File: src/rtl/pattern_delay_timer_pkg.sv
// -----------------------------------------------------------------------------
// pattern_delay_timer_pkg
//
// Purpose : Shared definitions for the pattern_delay_timer block.
//           - Bit positions of each state inside the one-hot state vector
//             (state_oh bit order is {WAIT, COUNT, SHIFT, SEARCH}).
//           - tick_w(): width of the per-unit tick counter.
// -----------------------------------------------------------------------------
package pattern_delay_timer_pkg;

  // One-hot state bit positions.
  localparam int SEARCH     = 0;
  localparam int SHIFT      = 1;
  localparam int COUNT      = 2;
  localparam int WAIT       = 3;
  localparam int NUM_STATES = 4;

  // Width of a counter that runs 0..ticks-1. $clog2(1) is 0, so the width
  // is clamped to one bit to keep the register legal when ticks == 1.
  function automatic int tick_w(input int ticks);
    int w;
    w = $clog2(ticks);
    return (w < 1) ? 1 : w;
  endfunction

endpackage : pattern_delay_timer_pkg

File: src/rtl/pattern_delay_timer_matcher.sv
// -----------------------------------------------------------------------------
// serial_pattern_matcher
//
// Purpose : Watches a serial bit stream for a fixed start pattern. Keeps the
//           last PATTERN_W-1 bits plus a saturating count of how many of
//           those history bits are genuine (received since reset/clear).
//           match is asserted combinationally when the stored history
//           followed by the current bit d equals PATTERN and the history is
//           fully populated. Overlapping matches are naturally supported.
//
// Ports   :
//   clk    in  1  clock
//   reset  in  1  asynchronous active-high reset
//   clear  in  1  synchronous clear of history and valid count (wins over en)
//   en     in  1  shift d into the history this cycle
//   d      in  1  serial data bit
//   match  out 1  {history, d} == PATTERN with a fully valid history
// -----------------------------------------------------------------------------
module serial_pattern_matcher #(
  parameter int                   PATTERN_W = 4,
  parameter logic [PATTERN_W-1:0] PATTERN   = 4'b1101
) (
  input  logic clk,
  input  logic reset,
  input  logic clear,
  input  logic en,
  input  logic d,
  output logic match
);

  localparam int HIST_W = PATTERN_W - 1;
  // PATTERN_W >= 2, so this is at least one bit and can hold PATTERN_W-1.
  localparam int VCNT_W = $clog2(PATTERN_W);
  localparam logic [VCNT_W-1:0] VCNT_FULL = VCNT_W'(PATTERN_W - 1);

  logic [HIST_W-1:0] history_reg;
  logic [VCNT_W-1:0] valid_cnt_reg;

  always_ff @(posedge clk or posedge reset) begin
    if (reset) begin
      history_reg   <= '0;
      valid_cnt_reg <= '0;
    end else if (clear) begin
      history_reg   <= '0;
      valid_cnt_reg <= '0;
    end else if (en) begin
      // Size cast drops the oldest bit, keeping the newest HIST_W bits.
      // Written this way so it also works when HIST_W == 1.
      history_reg <= HIST_W'({history_reg, d});
      if (valid_cnt_reg != VCNT_FULL) begin
        valid_cnt_reg <= valid_cnt_reg + VCNT_W'(1);
      end
    end
  end

  // The valid count guards against zeros left in history by reset/clear
  // forming a false match (e.g. PATTERN of all zeros).
  assign match = (valid_cnt_reg == VCNT_FULL) && ({history_reg, d} == PATTERN);

endmodule : serial_pattern_matcher

File: src/rtl/pattern_delay_timer.sv
// -----------------------------------------------------------------------------
// pattern_delay_timer
//
// Purpose : Serial start-pattern -> delay shift -> timed count -> ack wait
//           controller. Searches d for PATTERN, shifts in a DELAY_W-bit delay
//           (MSB first), counts (delay+1)*TICKS cycles, then holds done until
//           the host acknowledges.
//
// Ports   :
//   clk        in  1        clock, rising edge
//   reset      in  1        asynchronous active-high reset
//   d          in  1        serial data (used in SEARCH and SHIFT)
//   ack        in  1        host acknowledge (used in WAIT only)
//   shift_ena  out 1        high while the delay bits are shifted in
//   counting   out 1        high in COUNT
//   done       out 1        high in WAIT
//   remaining  out DELAY_W  remaining delay units (meaningful in COUNT)
//   state_oh   out 4        one-hot state {WAIT, COUNT, SHIFT, SEARCH}
//
// All outputs are decoded directly from registers; d and ack only affect
// next-state logic.
// -----------------------------------------------------------------------------
module pattern_delay_timer
  import pattern_delay_timer_pkg::*;
#(
  parameter int                   PATTERN_W = 4,
  parameter logic [PATTERN_W-1:0] PATTERN   = 4'b1101,
  parameter int                   DELAY_W   = 4,
  parameter int                   TICKS     = 1000
) (
  input  logic               clk,
  input  logic               reset,
  input  logic               d,
  input  logic               ack,
  output logic               shift_ena,
  output logic               counting,
  output logic               done,
  output logic [DELAY_W-1:0] remaining,
  output logic [3:0]         state_oh
);

  localparam int TICK_W = tick_w(TICKS);
  localparam int SCNT_W = (DELAY_W > 1) ? $clog2(DELAY_W) : 1;

  localparam logic [TICK_W-1:0] TICK_LAST  = TICK_W'(TICKS - 1);
  localparam logic [SCNT_W-1:0] SHIFT_LAST = SCNT_W'(DELAY_W - 1);

  localparam logic [NUM_STATES-1:0] ST_SEARCH = 4'(1 << SEARCH);
  localparam logic [NUM_STATES-1:0] ST_SHIFT  = 4'(1 << SHIFT);
  localparam logic [NUM_STATES-1:0] ST_COUNT  = 4'(1 << COUNT);
  localparam logic [NUM_STATES-1:0] ST_WAIT   = 4'(1 << WAIT);

  logic [NUM_STATES-1:0] state_reg,     state_next;
  logic [DELAY_W-1:0]    remaining_reg, remaining_next;
  logic [SCNT_W-1:0]     shift_cnt_reg, shift_cnt_next;
  logic [TICK_W-1:0]     tick_reg,      tick_next;

  logic                  match;
  logic                  matcher_en;
  logic                  matcher_clear;
  logic [DELAY_W-1:0]    shifted;

  // ---------------------------------------------------------------------------
  // Start-pattern detection. History only advances while searching, and is
  // wiped on the acknowledge cycle so a new command needs PATTERN_W fresh
  // bits (bits seen while waiting, or on the ack cycle itself, never count).
  // ---------------------------------------------------------------------------
  assign matcher_en    = state_reg[SEARCH];
  assign matcher_clear = state_reg[WAIT] & ack;

  serial_pattern_matcher #(
    .PATTERN_W (PATTERN_W),
    .PATTERN   (PATTERN)
  ) u_matcher (
    .clk   (clk),
    .reset (reset),
    .clear (matcher_clear),
    .en    (matcher_en),
    .d     (d),
    .match (match)
  );

  // ---------------------------------------------------------------------------
  // MSB-first shift of the delay field into the remaining register.
  // ---------------------------------------------------------------------------
  generate
    if (DELAY_W == 1) begin : g_shift_narrow
      assign shifted = d;
    end else begin : g_shift_wide
      assign shifted = {remaining_reg[DELAY_W-2:0], d};
    end
  endgenerate

  // ---------------------------------------------------------------------------
  // Next-state logic
  // ---------------------------------------------------------------------------
  always_comb begin
    state_next     = state_reg;
    remaining_next = remaining_reg;
    shift_cnt_next = shift_cnt_reg;
    tick_next      = tick_reg;

    case (state_reg)
      ST_SEARCH: begin
        if (match) begin
          state_next     = ST_SHIFT;
          shift_cnt_next = '0;
        end
      end

      ST_SHIFT: begin
        remaining_next = shifted;
        if (shift_cnt_reg == SHIFT_LAST) begin
          state_next     = ST_COUNT;
          shift_cnt_next = '0;
          tick_next      = '0;
        end else begin
          shift_cnt_next = shift_cnt_reg + SCNT_W'(1);
        end
      end

      ST_COUNT: begin
        // Each delay unit lasts TICKS cycles; the unit in which remaining
        // reads 0 is still counted, giving (delay+1)*TICKS cycles in total.
        if (tick_reg == TICK_LAST) begin
          tick_next = '0;
          if (remaining_reg == '0) begin
            state_next = ST_WAIT;
          end else begin
            remaining_next = remaining_reg - DELAY_W'(1);
          end
        end else begin
          tick_next = tick_reg + TICK_W'(1);
        end
      end

      ST_WAIT: begin
        if (ack) begin
          state_next = ST_SEARCH;
        end
      end

      default: begin
        // Not reachable from legal operation; recover to a clean SEARCH.
        state_next     = ST_SEARCH;
        remaining_next = '0;
        shift_cnt_next = '0;
        tick_next      = '0;
      end
    endcase
  end

  // ---------------------------------------------------------------------------
  // State registers
  // ---------------------------------------------------------------------------
  always_ff @(posedge clk or posedge reset) begin
    if (reset) begin
      state_reg     <= ST_SEARCH;
      remaining_reg <= '0;
      shift_cnt_reg <= '0;
      tick_reg      <= '0;
    end else begin
      state_reg     <= state_next;
      remaining_reg <= remaining_next;
      shift_cnt_reg <= shift_cnt_next;
      tick_reg      <= tick_next;
    end
  end

  // ---------------------------------------------------------------------------
  // Outputs: pure decodes of registered state.
  // ---------------------------------------------------------------------------
  assign shift_ena = state_reg[SHIFT];
  assign counting  = state_reg[COUNT];
  assign done      = state_reg[WAIT];
  assign remaining = remaining_reg;
  assign state_oh  = state_reg;

endmodule : pattern_delay_timer
File: config.mk
export PLATFORM = sky130hd
export DESIGN_NAME = pattern_delay_timer
export DESIGN_NICKNAME = d
export VERILOG_FILES = /design/src/rtl/pattern_delay_timer_pkg.sv /design/src/rtl/pattern_delay_timer_matcher.sv /design/src/rtl/pattern_delay_timer.sv
export SDC_FILE = /design/constraint.sdc
export NUM_CORES = 1
export LEC_CHECK = 0
export CAP_MARGIN = 10
export CORE_MARGIN = 2
export CORE_UTILIZATION = 53
export CTS_BUF_LIST = sky130_fd_sc_hd__clkbuf_8
export CTS_CLUSTER_DIAMETER = 120
export DETAILED_ROUTE_END_ITERATION = 10
export GPL_TIMING_DRIVEN = 0
export PLACE_DENSITY = 0.8
export SYNTH_ARGS = -nofsm -noshare
export SYNTH_HDL_FRONTEND = slang
export SYNTH_SLANG_ARGS = --single-unit
File: constraint.sdc
create_clock -name clk -period 1.7 [get_ports clk]
set_input_delay 0.34 -clock clk [delete_from_list [all_inputs] [get_ports clk]]
set_output_delay 0.34 -clock clk [all_outputs]
set_load 0.03 [all_outputs]
# Yosys cells after proc, flatten, opt, wreduce, memory -nomap -nowiden

Index checks and enable logic that the tools add are counted.

Add/subtract/negate cells: 4
$mul: 0
Divide/modulo/power cells: 0
Magnitude comparators: 0
Equal/unequal tests: 15
Shifts and indexed selects: 0
Multiplexer cells: 20
Bitwise logic cells: 3
Reductions and logical operators: 11

Operators with widths:

| cell                                                                   | number |
|---|---|
| 10-bit case mux with 3 select lines                                    | 1 |
| 4-bit 2-to-1 mux                                                       | 7 |
| 10-bit 2-to-1 mux                                                      | 2 |
| 4-bit case mux with 4 select lines                                     | 1 |
| 2-bit != test (second input constant)                                  | 7 |
| 4-bit case mux with 3 select lines                                     | 1 |
| 10-bit by 1-bit adder with 10-bit output (second input constant)       | 1 |
| 10-bit equality test (second input constant)                           | 1 |
| 2-bit 2-to-1 mux                                                       | 5 |
| 4-bit equality test (second input constant)                            | 2 |
| 3-bit 2-to-1 mux                                                       | 2 |
| 2-bit case mux with 3 select lines                                     | 1 |
| 2-bit AND reduction                                                    | 3 |
| 5-bit AND reduction                                                    | 1 |
| 2-bit by 1-bit adder with 2-bit output (second input constant)         | 2 |
| 2-bit equality test (second input constant)                            | 2 |
| 4-bit by 1-bit equality test with 1-bit output (second input constant) | 1 |
| 4-bit by 2-bit equality test with 1-bit output (second input constant) | 1 |
| 4-bit by 3-bit equality test with 1-bit output (second input constant) | 1 |
| 4-bit logical NOT                                                      | 1 |
| 2-bit nonzero test                                                     | 2 |
| 2-bit OR reduction                                                     | 2 |
| 4-bit by 1-bit subtractor with 4-bit output (second input constant)    | 1 |
| 3-bit AND reduction                                                    | 1 |
| other kinds (3)                                                        | 4 |

Flip-flop bits (word level): 25
Latch bits: 0
RAM bits: 0
Bits in read-only memories: 0
Bits of input ports: 4
Output and inout bits: 11
Word-level logic and storage cells: 59
Memories kept: 0

# Depth between registers and ports, before layout

Gate-level depths: netlist (run 1).

Depth in word-level cells: 4
Depth in mapped cells: 7
Mapped depth without buffers: 6

# Hierarchy

Synthesis (run 1) repeated with hierarchy kept, for this count alone.

Cells, all modules: 160
Area, all modules: 1491.4 um^2

By module, submodules not included:

| module                 | instances | cells each | area an instance (um^2) | seq. area each (um^2) |
|---|---|---|---|---|
| pattern_delay_timer    | 1         | 138        | 1233.7                  | 501.7 |
| serial_pattern_matcher | 1         | 22         | 257.7                   | 125.1 |

# Worst setup path before layout (run 1)

No wires, ideal clock.

Kind: register to register
Start point: register state_reg[1], in the netlist state_oh[1]
End point: register tick_reg[3]
Setup time: 0.126 ns
Arrival: 1.777 ns
Required time: 1.574 ns
Path slack: -0.203 ns
Cell stages (with the launch flop): 8
Path buffers: 2
Period minus slack after synthesis: 1.903 ns
Cells stage by stage: dfrtp_1 > buf_4 > nand2b_1 > or4_4 > buf_6 > nand2_8 > nor3_2 > a221o_1

Cells in the longest elaborated chain, start to end: 4
Elaborated cells on any way between the ends: 9
Classes of those cells: eq/ne: 5; mux: 1; bitwise: 1; reduce/logical: 2

RTL lines:

| item                                                                                        | line                       | RTL |
|---|---|---|
| start, declared                                                                             | pattern_delay_timer.sv:53  | `logic [NUM_STATES-1:0] state_reg, state_next;` |
| start signal, assigned                                                                      | pattern_delay_timer.sv:163 | `state_reg <= state_next;` |
| parallel branches: the longest is 4 deep, another holds 10-bit case mux with 3 select lines | n/a                        |  |
| end signal, assigned                                                                        | pattern_delay_timer.sv:166 | `tick_reg <= tick_next;` |
| end, declared                                                                               | pattern_delay_timer.sv:56  | `logic [TICK_W-1:0] tick_reg, tick_next;` |

Parallel ways; which one is timed is not known.
A chain may end at the register's enable or synchronous reset.

# Worst setup path after layout (run 1)

Start point: register tick_reg[3]
End point: register tick_reg[3]

Cells in the longest elaborated chain, start to end: 3
Elaborated cells on any way between the ends: 4
Classes of those cells: add/sub: 1; eq/ne: 1; mux: 2

RTL lines:

| item                                                                                    | line                                                   | RTL |
|---|---|---|
| 10-bit by 1-bit adder with 10-bit output / 10-bit equality test (equally long branches) | pattern_delay_timer.sv:133, pattern_delay_timer.sv:125 |  |
| 10-bit 2-to-1 mux (*)                                                                   | pattern_delay_timer.sv:125                             | `if (tick_reg == TICK_LAST) begin` |
| 10-bit case mux with 3 select lines (*)                                                 | pattern_delay_timer.sv:103                             | `case (state_reg)` |

Every way passes the cells marked *; elsewhere a longest branch is shown, timed or not.

==> results of run 1 <==
==> metrics by stage <==
stage / cell area [sq um] / setup TNS (ps) / utilization / cells
after floorplan: 1490 / -131 / - / 156
after global placement: 1670 / -256 / 0.617 / 201
after detailed placement: 1670 / -428 / 0.617 / 201
after CTS: 1720 / -83.0 / 0.635 / 206
after global routing: 1870 / -272 / 0.691 / 220
final: 1870 / -115 / 0.691 / 220
==> what timing repair did <==
action                                  CTS  global route
buffers inserted                          2            15
gates cloned                              0             0
resized for setup                        10            15
pin swaps                                 1            10
endpoints found under the setup margin   10            10
==> logic make-up (layout without fill, tap and decap cells) <==
| group | Yosys count | after routing |
|---|---|---|
| AO/OA/AOI/OAI | 32 | 32 |
| XOR/XNOR | 8 | 8 |
| adder cells (fa/ha/maj) | 5 | 5 |
| buffers and inverters | 15 | 48 |
| flip-flops | 25 | 25 |
| multiplexers | 6 | 6 |
| AND/OR/NAND/NOR | 65 | 65 |
==> how the worst max path moves through the flow <==
| stage | from | depth (start not counted) | to | slack (ps) |
|---|---|---|---|---|
| floorplan | state_oh[3]$_DFFE_PP0P_ | 6 | tick_reg[3]$_DFFE_PP0P_ | -130 |
| global placement | shift_cnt_reg[0]$_DFFE_PP0P_ | 6 | tick_reg[3]$_DFFE_PP0P_ | -110 |
| detailed placement | shift_cnt_reg[0]$_DFFE_PP0P_ | 6 | tick_reg[3]$_DFFE_PP0P_ | -130 |
| CTS | state_oh[3]$_DFFE_PP0P_ | 5 | tick_reg[3]$_DFFE_PP0P_ | -70 |
| global route | tick_reg[6]$_DFFE_PP0P_ | 5 | tick_reg[3]$_DFFE_PP0P_ | -90 |
| finish | tick_reg[3]$_DFFE_PP0P_ | 5 | tick_reg[3]$_DFFE_PP0P_ | -60 |
==> power by group through the flow <==
stage	clock, W	combinational [W]	sequential, W
after floorplan	0	0.000200	0.000717
final	0.000353	0.000312	0.000692
after global placement	0	0.000288	0.000696
after CTS	0.000357	0.000303	0.000692
after detailed placement	0	0.000308	0.000704
after global routing	0.000387	0.000341	0.000697
==> cell usage in the layout (no fill, tap or decap), types with 2 or more instances in the layout <==
master           instances
a21o_1                   3
a21oi_1                  8
a22o_1                   3
and3_1                   2
buf_4                   21
buf_6                    3
clkbuf_8                 3
clkdlybuf4s50_1          4
dfrtp_1                 21
dfrtp_2                  3
dlygate4sd2_1            6
dlymetal6s2s_1           3
ha_1                     4
inv_1                    5
mux2i_1                  6
nand2_1                 12
nand2b_1                 2
nand3_1                  7
nand3_2                  2
nand4_1                  3
nand4b_1                 2
nor2_1                  15
nor3_1                   2
nor3_2                   2
nor3b_1                  3
o21ai_0                  9
xnor2_1                  3
xor2_1                   5
==> critical path, delay by kind of cell, from the launching register on <==
kind	cells	cell delay (ps)
AO/OA/AOI/OAI	1	250
AND/OR/NAND/NOR	4	960
flip-flops	1	440
==> per-layer routing <==
metal / global-route usage / vias up / share of wire
met1: 0.250 / 614 / 0.43
met2: 0.348 / 29 / 0.51
met4: 0.0565 / 0 / 0.010
li1: - / 618 / -
met3: 0.0363 / 5 / 0.044
met5: 0 / - / 0
==> layout make-up <==
class | count | area, sq um | share of cell area
flip-flops and latches | 25 | 631 | 0.337
repair buffers | 31 | 272 | 0.145
well taps | 31 | 38.8 | 0.0207
clock buffers | 3 | 41.3 | 0.0221
plain buffers | 9 | 71.3 | 0.0381
inverters | 4 | 15.0 | 0.00802
clock inverters | 1 | 3.75 | 0.00201
multi-input cells | 116 | 800 | 0.427
==> results.txt, run 1 <==
Status -> finished, violations left
Failing checks -> negative setup slack
Worst Hold Class -> reg -> reg
Part of the cycle the worst path needs -> 1.04
Drt wl/cell -> 15.0 um
YS warnings -> 0
Arr. time, crit path -> 1920 ps
Setup Crit Path Kind -> reg -> reg
Ratio of cells with drive above 1 in the final layout -> 0.243
Initial antenna violation count -> 0
Worst r2r path cells -> 5
Clock Latency Late Sink -> 270 ps
Static Leak -> 0.960 nW
Final setup violation count -> 3
Post-synth EDFFs -> 0
WP data required -> 1860 ps
Initial core utilization -> 0.548
CP cell instances -> nor3b_1 > nand4_1 > and2_4 > and3_1 > a221o_1
Main synth FF type -> dfrtp_1
CTS tree -> built
Die Y-Extent -> 57.0 um
Peak VDD IR -> 696 uV
Count leader, synth -> dfrtp_1
Worst slew pin tran -> 951 ps
Largest family of logic cells by synthesized area -> simple AND/OR/NAND/NOR gates
Core ar. -> 2710 sq um
Fin crit period -> 1760 ps
Gate Count Post-Synth -> 156
Clock Skew -> 7.33 ps
Simple-gate area share of the yosys netlist -> 0.247
Syn Area/Cell -> 9.53 sq um
Die width -> 57.0 um
Highest clock rate -> 567 MHz
Relative slew slack -> 0.366
TritonRoute pass-1 iters -> 4
Comb pwr share -> 0.230
Critical Path Fanout Max -> 6
Multiplexer share of the synthesized area -> 0.0404
Critical R2R Launch -> tick_reg[3]$_DFFE_PP0P_
Vias in the first global route -> 1175
Io pins -> 15
Die area -> 3240 sq um
Global Route Usage Sum -> 0.198
PD cells -> 725 nW/um^2
Worst-path clk slew -> 80 ps
R2R setup slack -> -60 ps
Fillers -> 217
CTS Buf Count -> 3
Part of the power in registers -> 0.510
Antenna-violating nets left -> 0
Post-synth top cells -> dfrtp_1 (24), nor2_1 (15), nand2_1 (13), nand3_1 (9), o21ai_0 (9)
RSZ-0062 raised after global routing -> yes
Synth Register Bits -> 25
Compound-Gate Fraction of Synth Area -> 0.137
Hold slack -> 525 ps
Synth top area cells -> dfrtp_1 (40%), ha_1 (4.2%), mux2i_1 (4.0%)
HPWL after DPL -> 2.24 mm
Max reg flops -> 10
Hold buffer count at CTS -> 0
Worst Hold End -> tick_reg[8]$_DFFE_PP0P_
Placement Rows -> 19
Final worst setup slack -> -64.7 ps
CP peak stage delay -> 440 ps
Final Net Count -> 199
Routability cong. -> 0.842
Syn_nets -> 165
Hold path start -> tick_reg[8]$_DFFE_PP0P_
Routed vias/inst -> 5.75
Register area share after synthesis -> 0.422
Worst Setup End Kind -> register
Sw frac -> 0.301
Hold path cells -> 1
Pre-CTS setup slack -> -134 ps
Post-Synth XOR/XNOR Area -> 0.0471
Clock power share -> 0.260
Global route total overflow -> 0
Leading area contributor after synthesis -> dfrtp_1
DRT Wirelength -> 3.31 mm
Synth top area share -> 0.404
Antenna cell count -> 0
H-tree depth -> 1
P_sw -> 0.000408 W
Root buffer cell -> clkbuf_8
Final Hold Viols -> 0
Max Cap Viol -> 0
Worst reg2reg path endpoint -> tick_reg[3]$_DFFE_PP0P_
Startpoint types -> register
Pwr Total -> 0.00136 W
Unique masters post-synth -> 43
Mapped Area -> 1490 sq um
Adder-Cell Fraction of Synth Area -> 0.0421
DRC viols -> 0
Syn-to-layout area delta -> 25.9%
Pin count of the biggest net entering global routing -> 26
Sink Count -> 25
First-pass GRT wire length -> 5.11 mm
Internal power -> 0.000949 W
Critical-path top delay cell -> dfrtp_1
Drt first-iter violations -> 32
Buffers added on ports -> 14
Async S/R FF share, synth -> 1.00
Fin. max-slew vios -> 0
Clock Path Buffers -> 2
DR vias -> 1266
Note: power is estimated with default switching activity, not from simulation.
==> inputs of run 2 (changes only) <==
--- a/config.mk
+++ b/config.mk
@@ -5,14 +5,15 @@
 export SDC_FILE = /design/constraint.sdc
 export NUM_CORES = 1
 export LEC_CHECK = 0
+export ABC_AREA = 1
 export CAP_MARGIN = 10
 export CORE_MARGIN = 2
-export CORE_UTILIZATION = 53
+export CORE_UTILIZATION = 40
 export CTS_BUF_LIST = sky130_fd_sc_hd__clkbuf_8
 export CTS_CLUSTER_DIAMETER = 120
 export DETAILED_ROUTE_END_ITERATION = 10
 export GPL_TIMING_DRIVEN = 0
-export PLACE_DENSITY = 0.8
+export PLACE_DENSITY = 0.63
 export SYNTH_ARGS = -nofsm -noshare
 export SYNTH_HDL_FRONTEND = slang
 export SYNTH_SLANG_ARGS = --single-unit
==> run 2 against run 1 <==
- the run now ends clean
- combinational power rose to 5.0 times the previous value
- clock power is essentially flat
- area after synthesis is 6.5% higher
- critical path type is now reg -> out
==> results.txt, run 2 <==
Critical-path top delay cell -> dfrtp_1
Hold path cells -> 2
Setup Fix Bufs, Post-CTS -> 0
Static Leak -> 0.980 nW
H-tree depth -> 1
DRT Wirelength -> 3.22 mm
Sink Count -> 25
Fin util -> 0.485
Final setup violation count -> 0
Antenna cell count -> 0
Clock Path Buffers -> 2
Hold path start -> shift_cnt_reg[1]$_DFFE_PP0P_
Drt first-iter violations -> 38
Antenna-violating nets left -> 0
Pwr Total -> 0.00284 W
CTS tree -> built
Placed insts -> 279
Post-synth EDFFs -> 0
Met1 usage in global routing -> 0.243
Total Negative Setup Slacks -> 0 ps
Worst Hold Class -> reg -> reg
Die width -> 66.9 um
Worst Hold End -> shift_cnt_reg[1]$_DFFE_PP0P_
DRC viols -> 0
Syn-to-layout area delta -> 14.8%
Root buffer cell -> clkbuf_8
Synth Register Bits -> 25
Critical R2R Launch -> tick_reg[0]$_DFFE_PP0P_
CP cell instances -> buf_4 > dlygate4sd2_1
Hold buffer count at CTS -> 0
Fin. max-slew vios -> 0
Worst Setup End Kind -> output pin
Status -> complete, no violations
Post-DP Area -> 1780 sq um
Area of the multi-input gates -> 782 sq um
RSZ-0062 raised after global routing -> no
Most frequent cells in the layout -> nand2_1 (54), inv_1 (30), dfrtp_1 (24)
HPWL after DPL -> 2.41 mm
Syn_nets -> 226
Unique masters post-synth -> 24
Met3 GRT Util -> 0.0253
Placement Rows -> 22
Worst reg2reg path endpoint -> remaining[3]$_DFFE_PP0P_
Critical Path Fanout Max -> 5
GR Util met2 -> 0.265
WP data required -> 1360 ps
Design Area, Final -> 1820 sq um
Die Y-Extent -> 66.9 um
Highest clock rate -> 630 MHz
Drt wl/cell -> 11.4 um
Relative slew slack -> 0.369
Core ar. -> 3740 sq um
Routability cong. -> 0.789
Fillers -> 404
Synth top area share -> 0.379
Max Cap Viol -> 0
TritonRoute pass-1 iters -> 4
First-pass GRT wire length -> 5.82 mm
Seq. cell area -> 627 sq um
Syn Area/Cell -> 7.29 sq um
Worst slew pin tran -> 945 ps
Clock Skew -> 3.42 ps
Initial antenna violation count -> 0
Peak VDD IR -> 704 uV
R2R setup slack -> 170 ps
Setup Crit Path Kind -> reg -> out
Die area -> 4480 sq um
GR peak layer -> met2
Final Net Count -> 245
Pin count of the biggest net entering global routing -> 26
Fin crit period -> 1590 ps
Most common cell after layout, fill and taps aside -> nand2_1
Buffers added on ports -> 14
Clock Latency Late Sink -> 270 ps
Startpoint types -> register
Count leader, synth -> nand2_1
Leading area contributor after synthesis -> dfrtp_1
Global Route Usage Sum -> 0.170
Final Non-Filler Cells -> 283
Max reg flops -> 10
YS warnings -> 0
CP peak stage delay -> 460 ps
Global route total overflow -> 0
Post-synth top cells -> nand2_1 (54), inv_1 (29), dfrtp_1 (24), nor2_1 (22)
Main synth FF type -> dfrtp_1
DR vias -> 1360
Worst r2r path cells -> 9
Routed vias/inst -> 4.81
PD cells -> 1560 nW/um^2
Part of the cycle the worst path needs -> 0.934
Mapped Area -> 1580 sq um
Synth top area cells -> dfrtp_1 (38%), nand2_1 (13%), inv_1 (6.9%)
Vias in the first global route -> 1298
Register area share after synthesis -> 0.396
Arr. time, crit path -> 1250 ps
CTS Buf Count -> 3
Async S/R FF share, synth -> 1.00
Io pins -> 15
Gate Count Post-Synth -> 217
Post-cts sizing count -> 11
Ratio of cells with drive above 1 in the final layout -> 0.145
Initial core utilization -> 0.423
Worst-path clk slew -> 80 ps
Final Hold Viols -> 0
## run 2: cell types whose count changed in the layout (fill, tap and decap cells not counted), sizes merged, moves of 6 or more
cell	delta
nor2	+15
nand2	+46
mux2i	-6
buf	-17
inv	+31
o21ai	+9
nand3	+8
nand4	+9
## run 2: layout make-up
type	instances	share of cell area
multi-input cells	151	0.430
inverters	35	0.0723
plain buffers	6	0.0234
well taps	48	0.0331
clock inverters	1	0.00207
flip-flops and latches	25	0.345
clock buffers	3	0.0227
repair buffers	14	0.0709
## run 2: kinds of logic (layout without fill, tap and decap cells)
group,Yosys count,in the layout,synth area share
xor gates and xnor gates,1,1,0.00553
DFF,25,25,0.396
buffers and inverters,41,59,0.110
adders and majority gates,5,5,0.0395
AOI/OAI and AO/OA,26,26,0.0901
and+or+nand+nor,119,119,0.359
## run 2: worst max path at each step
| stage | from | to | slack [ps] | depth (start not counted) |
|---|---|---|---|---|
| floorplan | remaining[0]$_DFFE_PP0P_ | remaining[2]$_DFFE_PP0P_ | 280 | 8 |
| global placement | state_oh[0]$_DFFE_PP1P_ | state_oh[0] | -30 | 2 |
| detailed placement | state_oh[0]$_DFFE_PP1P_ | state_oh[0] | -40 | 2 |
| CTS | remaining[0]$_DFFE_PP0P_ | remaining[0] | 10 | 1 |
| global route | tick_reg[0]$_DFFE_PP0P_ | tick_reg[8]$_DFFE_PP0P_ | 30 | 7 |
| finish | state_oh[1]$_DFFE_PP0P_ | state_oh[1] | 110 | 2 |
## run 2: layer usage
metal	routed length, um	share of wire
met3	119	0.037
met1	1750	0.54
met4	45	0.014
met5	0	0
met2	1310	0.41
## run 2: worst max-delay path: cells and delay by family, from the launching register on
family   cells  cell delay (ps)
buf+inv      2              520
flops        1              460
## run 2: power breakdown
| group | switching (W) | internal (W) |
|---|---|---|
| Clock | 0.000190 | 0.000162 |
| Combinational | 0.000997 | 0.000552 |
| Sequential | 0.000174 | 0.000766 |
## run 2: through the flow
stage | hold WS, ps | setup slack [ps]
after floorplan | 367 | 283
after global placement | 458 | -30.2
after detailed placement | 469 | -41.2
after CTS | 489 | 9.90
after global routing | 539 | 28.6
final | 483 | 112
